===== config.mk =====
export PLATFORM = sky130hd
export DESIGN_NAME = divider_iter_param
export DESIGN_NICKNAME = d
export VERILOG_FILES = /design/src/rtl/div_pkg.sv /design/src/rtl/div_negate_cond.sv /design/src/rtl/divider_iter_param.sv
export SDC_FILE = /design/constraint.sdc
export NUM_CORES = 1
export LEC_CHECK = 0
export CAP_MARGIN = 10
export CORE_MARGIN = 2
export CORE_UTILIZATION = 32
export CTS_CLUSTER_SIZE = 28
export DETAILED_ROUTE_END_ITERATION = 8
export PLACE_DENSITY = 0.52
export SETUP_SLACK_MARGIN = 0.15
export SLEW_MARGIN = 25
export SYNTH_ARGS = -nofsm -noshare
export SYNTH_HDL_FRONTEND = slang
export SYNTH_HIERARCHICAL = 1
export SYNTH_SLANG_ARGS = --single-unit

===== constraint.sdc =====
create_clock -name clk -period 5.69 [get_ports clk]
set_clock_uncertainty 0.15 [all_clocks]
set_input_delay 1.138 -clock clk [delete_from_list [all_inputs] [get_ports clk]]
set_output_delay 1.138 -clock clk [all_outputs]
set_load 0.05 [all_outputs]

===== src/rtl/div_pkg.sv =====
// div_pkg: shared states, result field offsets and handshake constants for the iterative divider
package div_pkg;
  typedef enum logic [1:0] {DIV_IDLE, DIV_BUSY, DIV_FIX, DIV_DONE} div_state_e;
  localparam int QUO_LSB = 0;
  localparam logic DivStart = 1'b1;
  localparam logic DivStop = 1'b0;
  localparam logic DivResultReady = 1'b1;
  localparam logic DivResultNotReady = 1'b0;
  function automatic int rem_lsb(input int width);
    return width;
  endfunction
endpackage


===== src/rtl/div_negate_cond.sv =====
// div_negate_cond: two's complement negation when en is set, pass-through otherwise
module div_negate_cond #(
  parameter int WIDTH = 32
) (
  input  logic [WIDTH-1:0] value,
  input  logic             en,
  output logic [WIDTH-1:0] y
);
  assign y = en ? -value : value;
endmodule


===== src/rtl/divider_iter_param.sv =====
// divider_iter_param: radix-2 restoring signed/unsigned divider, result packed as {remainder, quotient}
module divider_iter_param
  import div_pkg::*;
#(
  parameter int WIDTH = 32
) (
  input  logic               clk,
  input  logic               rst_n,
  input  logic               start_i,
  input  logic               annul_i,
  input  logic               signed_i,
  input  logic [WIDTH-1:0]   opdata1_i,
  input  logic [WIDTH-1:0]   opdata2_i,
  output logic               busy_o,
  output logic               ready_o,
  output logic               div_zero_o,
  output logic [2*WIDTH-1:0] result_o
);
  localparam int CNT_W = $clog2(WIDTH + 1);
  localparam int REM_LSB = rem_lsb(WIDTH);
  div_state_e state;
  logic [CNT_W-1:0] cnt;
  logic [WIDTH-1:0] rem, quo, dvs, abs1, abs2, quo_fix, rem_fix;
  logic sgn, sign1, sign2, accept;
  logic [WIDTH:0] shifted, trial;
  assign accept = start_i == DivStart && !annul_i;
  // the stored remainder is always below the divisor, so the WIDTH+1-bit working value needs no extra stored bit
  assign shifted = {rem, quo[WIDTH-1]};
  assign trial = shifted - {1'b0, dvs};
  div_negate_cond #(.WIDTH(WIDTH)) u_abs1 (.value(opdata1_i), .en(signed_i & opdata1_i[WIDTH-1]), .y(abs1));
  div_negate_cond #(.WIDTH(WIDTH)) u_abs2 (.value(opdata2_i), .en(signed_i & opdata2_i[WIDTH-1]), .y(abs2));
  div_negate_cond #(.WIDTH(WIDTH)) u_quo_fix (.value(quo), .en(sgn & (sign1 ^ sign2)), .y(quo_fix));
  div_negate_cond #(.WIDTH(WIDTH)) u_rem_fix (.value(rem), .en(sgn & sign1), .y(rem_fix));
  always_ff @(posedge clk or negedge rst_n) begin
    if (!rst_n) begin
      state <= DIV_IDLE;
      cnt <= '0;
      rem <= '0;
      quo <= '0;
      dvs <= '0;
      sgn <= 1'b0;
      sign1 <= 1'b0;
      sign2 <= 1'b0;
      busy_o <= 1'b0;
      ready_o <= DivResultNotReady;
      div_zero_o <= 1'b0;
      result_o <= '0;
    end else begin
      case (state)
        DIV_IDLE: if (accept) begin
          sgn <= signed_i;
          sign1 <= signed_i & opdata1_i[WIDTH-1];
          sign2 <= signed_i & opdata2_i[WIDTH-1];
          if (opdata2_i == '0) begin
            state <= DIV_DONE;
            ready_o <= DivResultReady;
            div_zero_o <= 1'b1;
            result_o[REM_LSB +: WIDTH] <= opdata1_i;
            result_o[QUO_LSB +: WIDTH] <= '1;
          end else begin
            state <= DIV_BUSY;
            busy_o <= 1'b1;
            cnt <= '0;
            rem <= '0;
            quo <= abs1;
            dvs <= abs2;
          end
        end
        DIV_BUSY: if (annul_i) begin
          state <= DIV_IDLE;
          busy_o <= 1'b0;
        end else begin
          rem <= trial[WIDTH] ? shifted[WIDTH-1:0] : trial[WIDTH-1:0];
          quo <= {quo[WIDTH-2:0], ~trial[WIDTH]};
          cnt <= cnt + 1'b1;
          if (cnt == CNT_W'(WIDTH - 1)) state <= DIV_FIX;
        end
        DIV_FIX: begin
          state <= annul_i ? DIV_IDLE : DIV_DONE;
          busy_o <= 1'b0;
          if (!annul_i) begin
            ready_o <= DivResultReady;
            result_o[REM_LSB +: WIDTH] <= rem_fix;
            result_o[QUO_LSB +: WIDTH] <= quo_fix;
          end
        end
        DIV_DONE: if (start_i == DivStop) begin
          state <= DIV_IDLE;
          ready_o <= DivResultNotReady;
          div_zero_o <= 1'b0;
          result_o <= '0;
        end
        default: state <= DIV_IDLE;
      endcase
    end
  end
endmodule


* Yosys cells after proc, flatten, opt, wreduce, memory -nomap -nowiden
Cells that the tools add are included.
** Word-level totals
- Output and inout port bits :: 67
- Bits in registers :: 174
- Word-level logic and storage cells :: 91
- Input port bits :: 69
** Operators by class
- Reduce and logical (&&, ||, !) cells :: 15
- Eq/ne operators :: 12
- Muxes and demuxes :: 39
- Bitwise operators :: 7
- Add/sub/neg operators :: 6
** Operator list (number)
- 32-bit two-way mux :: 11
- 64-bit two-way mux :: 4
- 64-bit case mux with 3 select lines :: 1
- 32-bit negation :: 4
- 32-bit case mux with 2 select lines :: 2
- 33-bit by 32-bit subtractor with 33-bit output :: 1
- 32-bit logical NOT :: 1
- 6-bit two-way mux :: 3
- 2-bit inequality test, second input constant :: 7
- 2-bit two-way mux :: 6
- 6-bit case mux with 2 select lines :: 1
- 4-bit AND reduction :: 3
- 2-bit case mux with 4 select lines :: 1
- 1-bit two-way mux :: 7
- 6-bit by 1-bit adder with 6-bit output, second input constant :: 1
- 6-bit by 5-bit == test with 1-bit output, second input constant :: 1
- 1-bit case mux with 3 select lines :: 2
- 3-bit AND reduction :: 2
- 3-bit nonzero test :: 2
- 5-bit AND reduction :: 1
- 1-bit AND :: 4
- 2-bit == test, second input constant :: 2
- 2-bit nonzero test :: 2
- 3-bit inequality test, second input constant :: 1
- 8 further kinds :: 9

* Longest topological paths before layout
Gate-level depths: netlist of run 1.
- Word-level depth :: 5
- Depth in mapped cells :: 15
- Gate-level depth less buffers :: 13

* By module
The synthesis of run 1 kept the hierarchy.
** Modules (own cells, without submodules)
- divider_iter_param :: times used 1, sequential area each 4354.2 µm², cells each 965, area each 9334.0 µm²
- div_negate_cond (u_abs1 ...) :: times used 3, sequential area each 0.0 µm², cells each 108, area each 767.0 µm²
- div_negate_cond (u_quo_fix) :: times used 1, sequential area each 0.0 µm², cells each 99, area each 748.2 µm²

* Least setup slack after synthesis of run 1
OpenSTA, ideal clock, no wires.
- Path kind :: reg-to-reg
- Start :: register quo[31]
- End :: register rem[19]
- Slack :: 2274 ps
- Data arrival time :: 3140 ps
- Library setup time :: 126 ps
- Cell stages (with the launch flop) :: 15
- Buffers on the path :: 2
- Data required time :: 5414 ps
- Clock period less this slack :: 3416 ps
- Cell sequence :: dfrtp_1 > inv_1 > ha_1 > inv_1 > fa_1 > a211oi_1 > o21ai_2 > a311oi_4 > a211oi_2 > o21ai_2 > a211oi_1 > or3b_1 > buf_6 > buf_6 > a311o_1
** On the way
- Word-level cells in the longest chain between the ends :: 4
** RTL lines
- start: declaration :: RTL line divider_iter_param.sv:23 : logic [WIDTH-1:0] rem, quo, dvs, abs1, abs2, quo_fix, rem_fix;
- start signal: assignment :: RTL line divider_iter_param.sv:65 : quo <= abs1;
- start signal: assignment :: RTL line divider_iter_param.sv:74 : quo <= {quo[WIDTH-2:0], ~trial[WIDTH]};
- 33-bit by 32-bit subtractor with 33-bit output :: RTL line divider_iter_param.sv:29 : assign trial = shifted - {1'b0, dvs};
- 32-bit two-way mux :: RTL line divider_iter_param.sv:73 : rem <= trial[WIDTH] ? shifted[WIDTH-1:0] : trial[WIDTH-1:0];
- 32-bit two-way mux :: RTL line divider_iter_param.sv:69 : DIV_BUSY: if (annul_i) begin
- 32-bit case mux with 2 select lines :: RTL line divider_iter_param.sv:49 : case (state)
- end signal: assignment :: RTL line divider_iter_param.sv:73
- end: declaration :: RTL line divider_iter_param.sv:23
Every way passes these cells. The select of a mux whose other input is x is not followed.
A chain may end at the register's enable or synchronous reset.

* Worst setup path in the final report of run 1
- Start :: register quo[31]
- End :: register rem[0]
** On the way
- Word-level cells in the longest chain between the ends :: 4
** RTL lines (RTL line)
- 33-bit by 32-bit subtractor with 33-bit output :: divider_iter_param.sv:29
- 32-bit two-way mux (*) :: divider_iter_param.sv:73
- 32-bit two-way mux (*) :: divider_iter_param.sv:69
- 32-bit case mux with 2 select lines (*) :: divider_iter_param.sv:49
Mark *: on every way between the ends. The rest lies on a longest branch, timed or not. The select of a mux whose other input is x is not followed.

==> results of run 1 <==
## sequential cells by signal, indices dropped and copies added, names as in the netlist, 2 cells and up
register,cells
cnt,6
dvs,32
quo,32
rem,32
result_o,64
state,2
## worst reg2reg max path: stages (launching register included)
cell and delay, ns:
dfrtp_1 0.42, inv_1 0.11, ha_1 0.18, inv_1 0.05, fa_1 0.41, a211oi_1 0.38, o21ai_2 0.16, a311oi_4 0.35
a211oi_2 0.16, o21ai_2 0.18, a211oi_1 0.09, or3b_2 0.78, buf_4 0.34, mux2i_1 0.14, a22o_1 0.19
## metal layers
metal / global-route usage (%) / vias up
met5: 0 / -
met1: 25.3 / 5182
met4: 6.27 / 0
li1: - / 5305
met2: 30.1 / 252
met3: 2.37 / 44
## worst min-delay path by stage
stage / end / slack, ns / cells after the start
6_report: dvs[23] / 0.36 / 1
5_1_grt: dvs[7] / 0.38 / 1
4_1_cts: dvs[23] / 0.36 / 1
3_5_place_dp: dvs[23] / 0.34 / 1
3_3_place_gp: dvs[8] / 0.34 / 1
2_1_floorplan: dvs[31] / 0.33 / 1
## through the flow
stage | utilization [%] | area [um2] | hold slack (ns) | total power, mW | std cells
4_1_cts | 38.7 | 14800 | 0.360 | 9.20 | 2010
3_5_place_dp | 37.1 | 14200 | 0.344 | 7.93 | 1978
5_1_grt | 38.7 | 14800 | 0.377 | 9.87 | 2010
3_3_place_gp | 37.1 | 14200 | 0.339 | 7.89 | 1977
2_1_floorplan | - | 12400 | 0.329 | 6.49 | 1388
6_report | 38.7 | 14800 | 0.357 | 9.14 | 2010
## logic make-up (layout without fill, tap and decap cells)
| family | Yosys count | count (layout) |
|---|---|---|
| compound gates | 419 | 419 |
| simple gates | 361 | 361 |
| buf+inv | 180 | 284 |
| flops | 174 | 174 |
| xor+xnor | 147 | 147 |
| mux | 65 | 65 |
| fa+ha+maj | 42 | 42 |
## layout make-up
class / instances / area, um2 / share of cell area [%]
clock buffer: 17 / 425 / 2.87
clock inverter: 15 / 174 / 1.17
inverter: 91 / 342 / 2.30
multi-input combinational: 1034 / 7320 / 49.3
sequential: 174 / 4350 / 29.3
tap: 518 / 648 / 4.37
timing repair buffer: 161 / 1580 / 10.7
## power by group through the flow
stage	clock (mW)	combinational, mW	sequential (mW)
floorplan	0	3.72	2.77
global placement	0	5.52	2.37
detailed placement	0	5.55	2.38
CTS	1.27	5.58	2.36
global route	1.31	6.11	2.45
finish	1.23	5.56	2.36
## cells in the final DEF, fill, tap and decap left out, types with 33 or more instances in the layout
master / n
dfrtp_1: 174
xnor2_1: 134
clkdlybuf4s50_1: 134
a21oi_1: 128
nor2_1: 107
nand2_1: 93
inv_1: 91
o21ai_0: 77
ha_1: 40
o41ai_1: 36
mux2_2: 35
a22oi_1: 34
o31ai_1: 33
==> run metrics, run 1 <==
Max Freq=0.237 GHz; register bit total from synthesis=174; initial antenna violation count=0; post-synthesis xor/xnor area fraction=10.4%; DRC=0; drt first pass iters=8; CP top delay family=compound AO/OA/AOI/OAI gates; Yosys warning count=6; max-slew violation count=0; PortBufs=between 100 and 150; violation count after the first detailed-routing iteration=746; Synth Area in Compound Gates=a little under a quarter; Syn Area/Cell=around 8.9 um2; Max Buffers Root-to-Sink=2; DRT met1 WL=17500 um; Slew @ Worst Pin=between 0.9 and 1 ns; Overflow after GRT=0; area of the die=roughly 40000 um2; worst-path maximum fanout=26; Via density=5.36; vias=about 11000; critical path depth=14; # clock sinks=174; Routed WL per cell=18.3 um; DRT Wirelength=36800 um; setup TNS=0 ns; Psw=4.42 mW; Synth Area in Adders=4.30%; DRT antenna net count=0; Reg-to-Reg End=rem[0]; main combinational cell family by area after synthesis=compound AO/OA/AOI/OAI gates; Hold Startpoint=dvs[23]; Pleak=5.98 nW; crit path from=quo[31]; Fin. Hold Viols=0; share of cells above drive strength 1=9.32%; Final min period=4.22 ns; clock network fraction of design power=a little over an eighth; Die H=201 um; crit-path cells=inv_1 > ha_1 > inv_1 > fa_1 > a211oi_1 > o21ai_2 > a311oi_4 > a211oi_2 > o21ai_2 > a211oi_1 > or3b_2 > buf_4 > mux2i_1 > a22o_1; Placeable Area=38400 um2; worst path arrival time=between 4 and 5 ns; FFs w/ async S/R, synth=between 90% and 100%; fin crit share=74.1%; R2R cell count=14; CP required=5.88 ns; Synth top area share=35.2%; ys flop type=dfrtp_1; slowest stage delay, CP=0.78 ns; Skew-Pair Late Insertion Delay=0.45 ns; setup violators final=0; startpoint types=flop; Setup CP Type=reg2reg; GP Congestion=just under 0.9; Synth cell types=67; dpl hpwl=28100 um; power density cells=616 nW/um2; cell taking the most area after synthesis=dfrtp_1; vias in the first global route=around 10000; RSZ-0062 raised after global routing=no; Initial Utilization=32.3%; Post-Place Setup Slack=1.24 ns; Net Count, Synth=roughly 1500; Comb pwr share=60.8%; CP endpoint=rem[0]; CTS tree=done; Inserted Clock Buffers=17; P&R area growth vs syn=19.9%; H-tree lvl count=4; fin nets=1590; Clock Pin Slew Worst Setup and Hold Paths=roughly 0.080 ns; top layer used by detailed routing=met4; Resized cells post-CTS=0; Hold Path Class=reg2reg; Total Routing Usage GR=a little under a fifth; Critical Path Sink Type=flop; Sw Ratio=48.3%; hold buffers post-CTS=0; metal3 WL=1220 um; count leader, synth=dfrtp_1; setup bufs post-CTS=0; largest net degree at the start of global routing=roughly 110; list of most frequent post-synthesis cells=dfrtp_1 (174), xnor2_1 (134), a21oi_1 (129); Int Pwr=between 4 and 5 mW; Reg power frac=25.8%; top cells by area, synth=dfrtp_1 (35%), xnor2_1 (9.5%), a21oi_1 (5.2%); first-pass GRT wire length=59400 um; post-synthesis sequential area ratio=35.2%; min setup slack post-route=1.47 ns; DIE WIDTH=approximately 200 um; Post-Syn Instances=1388; fillers=3954; Max IR drop VDD=0.000327 V; R2R Path Start=quo[31]; Critical Path Slowest Stage Cell=or3b_2; # diodes=0; WP buf/inv=3; post-synthesis mux area share=5.61%; Max transition margin=36.1%; max cap viols=0; area of the mapped netlist=12400 um2; CTS root buf=clkbuf_16; number of synthesized flops with an enable pin=0; status=finished clean; Post-Synth Simple-Gate Area=about 15%; Core Rows=72; metal2 WL=17200 um; reg2reg setup slack=1.47 ns; # IOs=136
Power figures use the tool's default switching activity.
==> run 2, diff against run 1 <==
--- a/config.mk
+++ b/config.mk
@@ -10,7 +10,7 @@
 export CORE_UTILIZATION = 32
 export CTS_CLUSTER_SIZE = 28
 export DETAILED_ROUTE_END_ITERATION = 8
-export PLACE_DENSITY = 0.52
+export PLACE_DENSITY = 0.54
 export SETUP_SLACK_MARGIN = 0.15
 export SLEW_MARGIN = 25
 export SYNTH_ARGS = -nofsm -noshare
==> constraint.sdc (replaced) <==
create_clock -name clk -period 3.81 [get_ports clk]
set_clock_uncertainty 0.15 [all_clocks]
set_input_delay 0.762 -clock clk [delete_from_list [all_inputs] [get_ports clk]]
set_output_delay 0.762 -clock clk [all_outputs]
set_load 0.05 [all_outputs]
==> run 2 against run 1 <==
Compared with the run above: via count increased by 1.4%; count of clock-buffer cells in the layout is 1 higher; the flow now finishes with violations (DRC); routed wire length is 1.3% higher; register-to-register slack lost 1.3 ns; critical endpoint is now rem[29]; non-clock buffer count up 31; highest routed layer is now met5; global-route usage decreased by 0.22 points; critical path depth down 3; clock power rose by 42%; total power grew 52%; die area stayed put.
==> run metrics, run 2 (same netlist as run 1, synthesis figures left out) <==
status=complete, but fails checks; failing checks=DRC; Max Buffers Root-to-Sink=2; Routed WL per cell=18.3 um; commonest non-fill, non-tap cell in the layout=dfrtp_1; Inserted Clock Buffers=17; commonest cells after routing, fill and taps aside=dfrtp_1 (174), xnor2_1 (134), clkdlybuf4s50_1 (134); total power=~14 mW; max-slew violation count=0; largest net degree at the start of global routing=87; P&R area growth vs syn=22.1%; Via density=5.36; vias in the first global route=10700; Max transition margin=42.8%; DRC=2; CP required=3.95 ns; fillers=roughly 4000; max cap viols=0; worst-path maximum fanout=5; power density cells=between 900 and 1000 nW/um2; vias=10900; Core Rows=72; initial antenna violation count=1; Die H=201 um; DIE WIDTH=201 um; CTS root buf=clkbuf_16; Setup CP Type=reg2reg; # diodes=0; # IOs=136; dpl hpwl=about 29000 um; Post-Place Setup Slack=-0.00870 ns; Overflow after GRT=0; Pleak=6.14 nW; first-pass GRT wire length=approximately 60000 um; CTS tree=done; Critical Path Sink Type=flop; post-placement cell count=2008; GP Congestion=0.896; Hold Path Class=in2async; setup violators final=0; max reg flops=64; crit-path cells=ha_1 > and3_1 > and3b_1 > o311a_1 > o31ai_2 > a31oi_1 > o41ai_2 > buf_4 > mux2i_1 > a2111oi_2 > o221ai_1; utilization after layout=39.4%; PortBufs=between 100 and 150; violation count after the first detailed-routing iteration=880; Placeable Area=around 38000 um2; crit path from=rem[7]; Clock Pin Slew Worst Setup and Hold Paths=0.07 ns; DRT Wirelength=37200 um; Slew @ Worst Pin=0.855 ns; H-tree lvl count=4; Max Freq=approximately 0.28 GHz; WP buf/inv=1; hold buffers post-CTS=0; R2R Path Start=rem[7]; # clock sinks=174; Critical Path Slowest Stage Cell=a2111oi_2; Max IR drop VDD=around 0.00044 V; share of cells above drive strength 1=10.9%; fin nets=roughly 1600; CP top delay family=compound AO/OA/AOI/OAI gates; Finished Layout Cells=2040; RSZ-0062 raised after global routing=yes; drt first pass iters=9; Final min period=between 3 and 4 ns; DRT antenna net count=0; startpoint types=flop; fin crit share=94.2%; Skew-Pair Late Insertion Delay=0.44 ns; area of the die=40300 um2; Top reg by flops=result_o; Total Routing Usage GR=18.2%; min setup slack post-route=roughly 0.22 ns; Initial Utilization=32.3%; worst path arrival time=3.73 ns; slowest stage delay, CP=0.45 ns; hold slack=0.225 ns; Fin. Hold Viols=0
==> run 2: cell types whose count changed in the layout (fill, tap and decap cells not counted), moves of 2 or more <==
cell        previous run  this run
and2_1                 5         7
and2_2                 3         1
buf_4                 23        48
inv_8                  2         0
buf_12                 2         9
clkinv_2               1         3
inv_6                  7         3
clkinvlp_4             1         3
==> run 2: stage by stage <==
step | cell area (um2) | TNS (ns)
2_1_floorplan | 12400 | 0
4_1_cts | 15100 | 0
3_3_place_gp | 14500 | -0.0343
6_report | 15100 | 0
3_5_place_dp | 14500 | -0.00870
5_1_grt | 15100 | 0
==> run 2: worst reg2reg max path, stage by stage, from the launching register on <==
cell and delay (ns):
dfrtp_1 0.40, ha_1 0.36, and3_1 0.24, and3b_1 0.17, o311a_1 0.32, o31ai_2 0.39
a31oi_1 0.19, o41ai_2 0.31, buf_4 0.17, mux2i_1 0.09, a2111oi_2 0.45, o221ai_1 0.19
==> run 2: path summary, 6_finish.rpt <==
kind / end / slack [ns] / cells after the start
max: rem[29] / 0.22 / 11
min: result_o[26] / 0.22 / 1
max reg2reg: rem[29] / 0.22 / 11
min reg2reg: dvs[12] / 0.36 / 1
max in group asynchronous: ready_o / 2.37 / 2
min in group clk: dvs[12] / 0.36 / 1
==> run 2: metal layers <==
metal  share of wire, %  up-vias  track usage [%]
met5              0.035        -                0
met4                2.2        2             5.56
met3                4.2       46             2.81
met2                 48      290             31.1
met1                 46     5255             23.9
li1                   -     5346                -
==> run 2: repair_timing <==
action / 4_1_cts / 5_1_grt
resized for setup: 0 / 1
hold endpoints to repair: 0 / 0
setup endpoints to repair: 0 / 32
setup buffers: 0 / 1
==> run 2: report_power, final <==
| group | switching [mW] | total, mW | internal (mW) | leakage, nW |
|---|---|---|---|---|
| registers | 0.838 | 3.45 | 2.62 | 2.04 |
| logic | 5.02 | 8.68 | 3.67 | 3.82 |
| clock network | 0.779 | 1.75 | 0.967 | 0.273 |
==> run 2: area by class of cell <==
| cell class | count | area, um2 | share of cell area (%) |
|---|---|---|---|
| Timing Repair Buffer | 192 | 1890 | 12.5 |
| Inverter | 91 | 342 | 2.26 |
| Clock inverter | 13 | 141 | 0.935 |
| Multi-Input combinational cell | 1034 | 7320 | 48.4 |
| Sequential cell | 174 | 4350 | 28.8 |
| Tap cell | 518 | 648 | 4.28 |
| Clock buffer | 18 | 429 | 2.84 |
==> run 3, diff against run 2 <==
--- a/config.mk
+++ b/config.mk
@@ -6,6 +6,7 @@
 export NUM_CORES = 1
 export LEC_CHECK = 0
 export CAP_MARGIN = 10
+export CORE_ASPECT_RATIO = 1.1
 export CORE_MARGIN = 2
 export CORE_UTILIZATION = 32
 export CTS_CLUSTER_SIZE = 28
==> run 3 against run 2 <==
Compared with the run above: the flow now finishes without violations; count of clock-buffer cells in the layout increased by 1; final cell count decreased by 0.34%; fmax increased by 2.6%; utilization increased by 0.54 points; sequential power about the same; die area about the same; global-route usage about the same; via count decreased by 0.71%; critical endpoint unchanged; critical path depth decreased by 1; final area increased by 0.88%; hold slack got worse by 0.057 ns.
==> run metrics, run 3 (same netlist as run 1, synthesis figures left out) <==
hold slack=0.167 ns; CP top delay family=compound AO/OA/AOI/OAI gates; Pleak=6.23 nW; Max Freq=0.286 GHz; Via density=5.34; H-tree lvl count=4; fillers=3843; vias in the first global route=10300; setup violators final=0; Top reg by flops=result_o; worst path arrival time=approximately 3.7 ns; Post-Place Setup Slack=roughly 0.10 ns; Core Rows=75; critical path depth=10; largest net degree at the start of global routing=70; setup bufs post-CTS=0; # IOs=between 100 and 150; Initial Utilization=between 30% and 40%; hold buffers post-CTS=0; Resized cells post-CTS=0; Finished Layout Cells=2033; Hold Path Class=in2async; DRC=0; drt first pass iters=8; startpoint types=flop; Fin. Hold Viols=0; crit-path cells=ha_1 > and3_1 > and3b_1 > o311a_1 > o31ai_2 > a31oi_1 > o41ai_2 > mux2i_1 > a2111oi_2 > o221ai_1; RSZ-0062 raised after global routing=no; Slew @ Worst Pin=approximately 0.72 ns; worst-path maximum fanout=5; CTS tree=done; Placeable Area=roughly 38000 um2; share of cells above drive strength 1=11.5%; area of the die=40300 um2; DRT antenna net count=0; WP buf/inv=0; DRT Wirelength=36800 um; post-placement cell count=2001; min setup slack post-route=~0.31 ns; Max transition margin=51.6%; Skew-Pair Late Insertion Delay=0.44 ns; CTS root buf=clkbuf_16; Overflow after GRT=0; Inserted Clock Buffers=17; slowest stage delay, CP=0.43 ns; Critical Path Slowest Stage Cell=a2111oi_2; # clock sinks=174; total power=between 10 and 15 mW; Total Routing Usage GR=18.2%; Max Buffers Root-to-Sink=2; vias=10900; Critical Path Sink Type=flop; Setup CP Type=reg2reg; Clock Pin Slew Worst Setup and Hold Paths=0.07 ns; CP required=about 4.0 ns; utilization after layout=between 30 and 40%; commonest non-fill, non-tap cell in the layout=dfrtp_1; Max IR drop VDD=0.000546 V; Final min period=3.50 ns; Finished Cell Area=15300 um2; max reg flops=64; P&R area growth vs syn=23.2%; crit path from=rem[7]; commonest cells after routing, fill and taps aside=dfrtp_1 (174), xnor2_1 (134), clkdlybuf4s50_1 (134); max cap viols=0; fin crit share=91.9%; PortBufs=135; fin nets=1631; first-pass GRT wire length=~58000 um; power density cells=922 nW/um2; Die H=approximately 210 um; R2R cell count=10; dpl cell area=14600 um2; GP Congestion=roughly 0.87; DIE WIDTH=about 190 um; status=finished clean; R2R Path Start=rem[7]; # diodes=0; initial antenna violation count=0; max-slew violation count=0; violation count after the first detailed-routing iteration=777; setup TNS=0 ns; Routed WL per cell=18.1 um; dpl hpwl=28500 um
## run 3: changes by cell type in the layout (fill, tap and decap cells not counted)
cell / change
inv_6: +1
clkbuf_8: +2
bufinv_16: +2
clkinvlp_4: -1
and2_2: -1
clkinv_2: -3
buf_4: +10
and2_1: +1
clkbuf_1: -1
inv_8: +1
## run 3: power breakdown
part / switching (mW) / internal (mW)
logic: 4.99 / 3.66
registers: 0.834 / 2.62
clock network: 0.812 / 1.15
## run 3: final timing paths
check,to,slack (ns)
min in group clk,dvs[25],0.35
setup / recovery,rem[29],0.31
max in group asynchronous,rem[28],2.48
setup reg to reg,rem[29],0.31
hold / removal,result_o[20],0.17
hold reg to reg,dvs[25],0.35
## run 3: worst reg2reg max path: stages (launching register included)
cell and delay [ns]:
dfrtp_1 0.40, ha_1 0.37, and3_1 0.24, and3b_1 0.17
o311a_1 0.31, o31ai_2 0.39, a31oi_1 0.20, o41ai_2 0.37
mux2i_1 0.15, a2111oi_2 0.43, o221ai_1 0.19
## run 3: area by class of cell
type / instances / area [um2] / share of cell area [%]
Timing Repair Buffer: 202 / 1970 / 12.9
Sequential cell: 174 / 4350 / 28.5
Clock buffer: 19 / 453 / 2.97
Multi-Input combinational cell: 1034 / 7320 / 48.0
Inverter: 91 / 342 / 2.24
Clock inverter: 13 / 199 / 1.30
Tap cell: 500 / 626 / 4.10
## run 3: layer usage
layer  track usage, %  vias up  wire length [um]
met5                0        -                 0
met4             5.46        0               874
met3             2.53       45              1750
met2             31.0      279             17600
met1             24.0     5167             16600
li1                 -     5370                 -
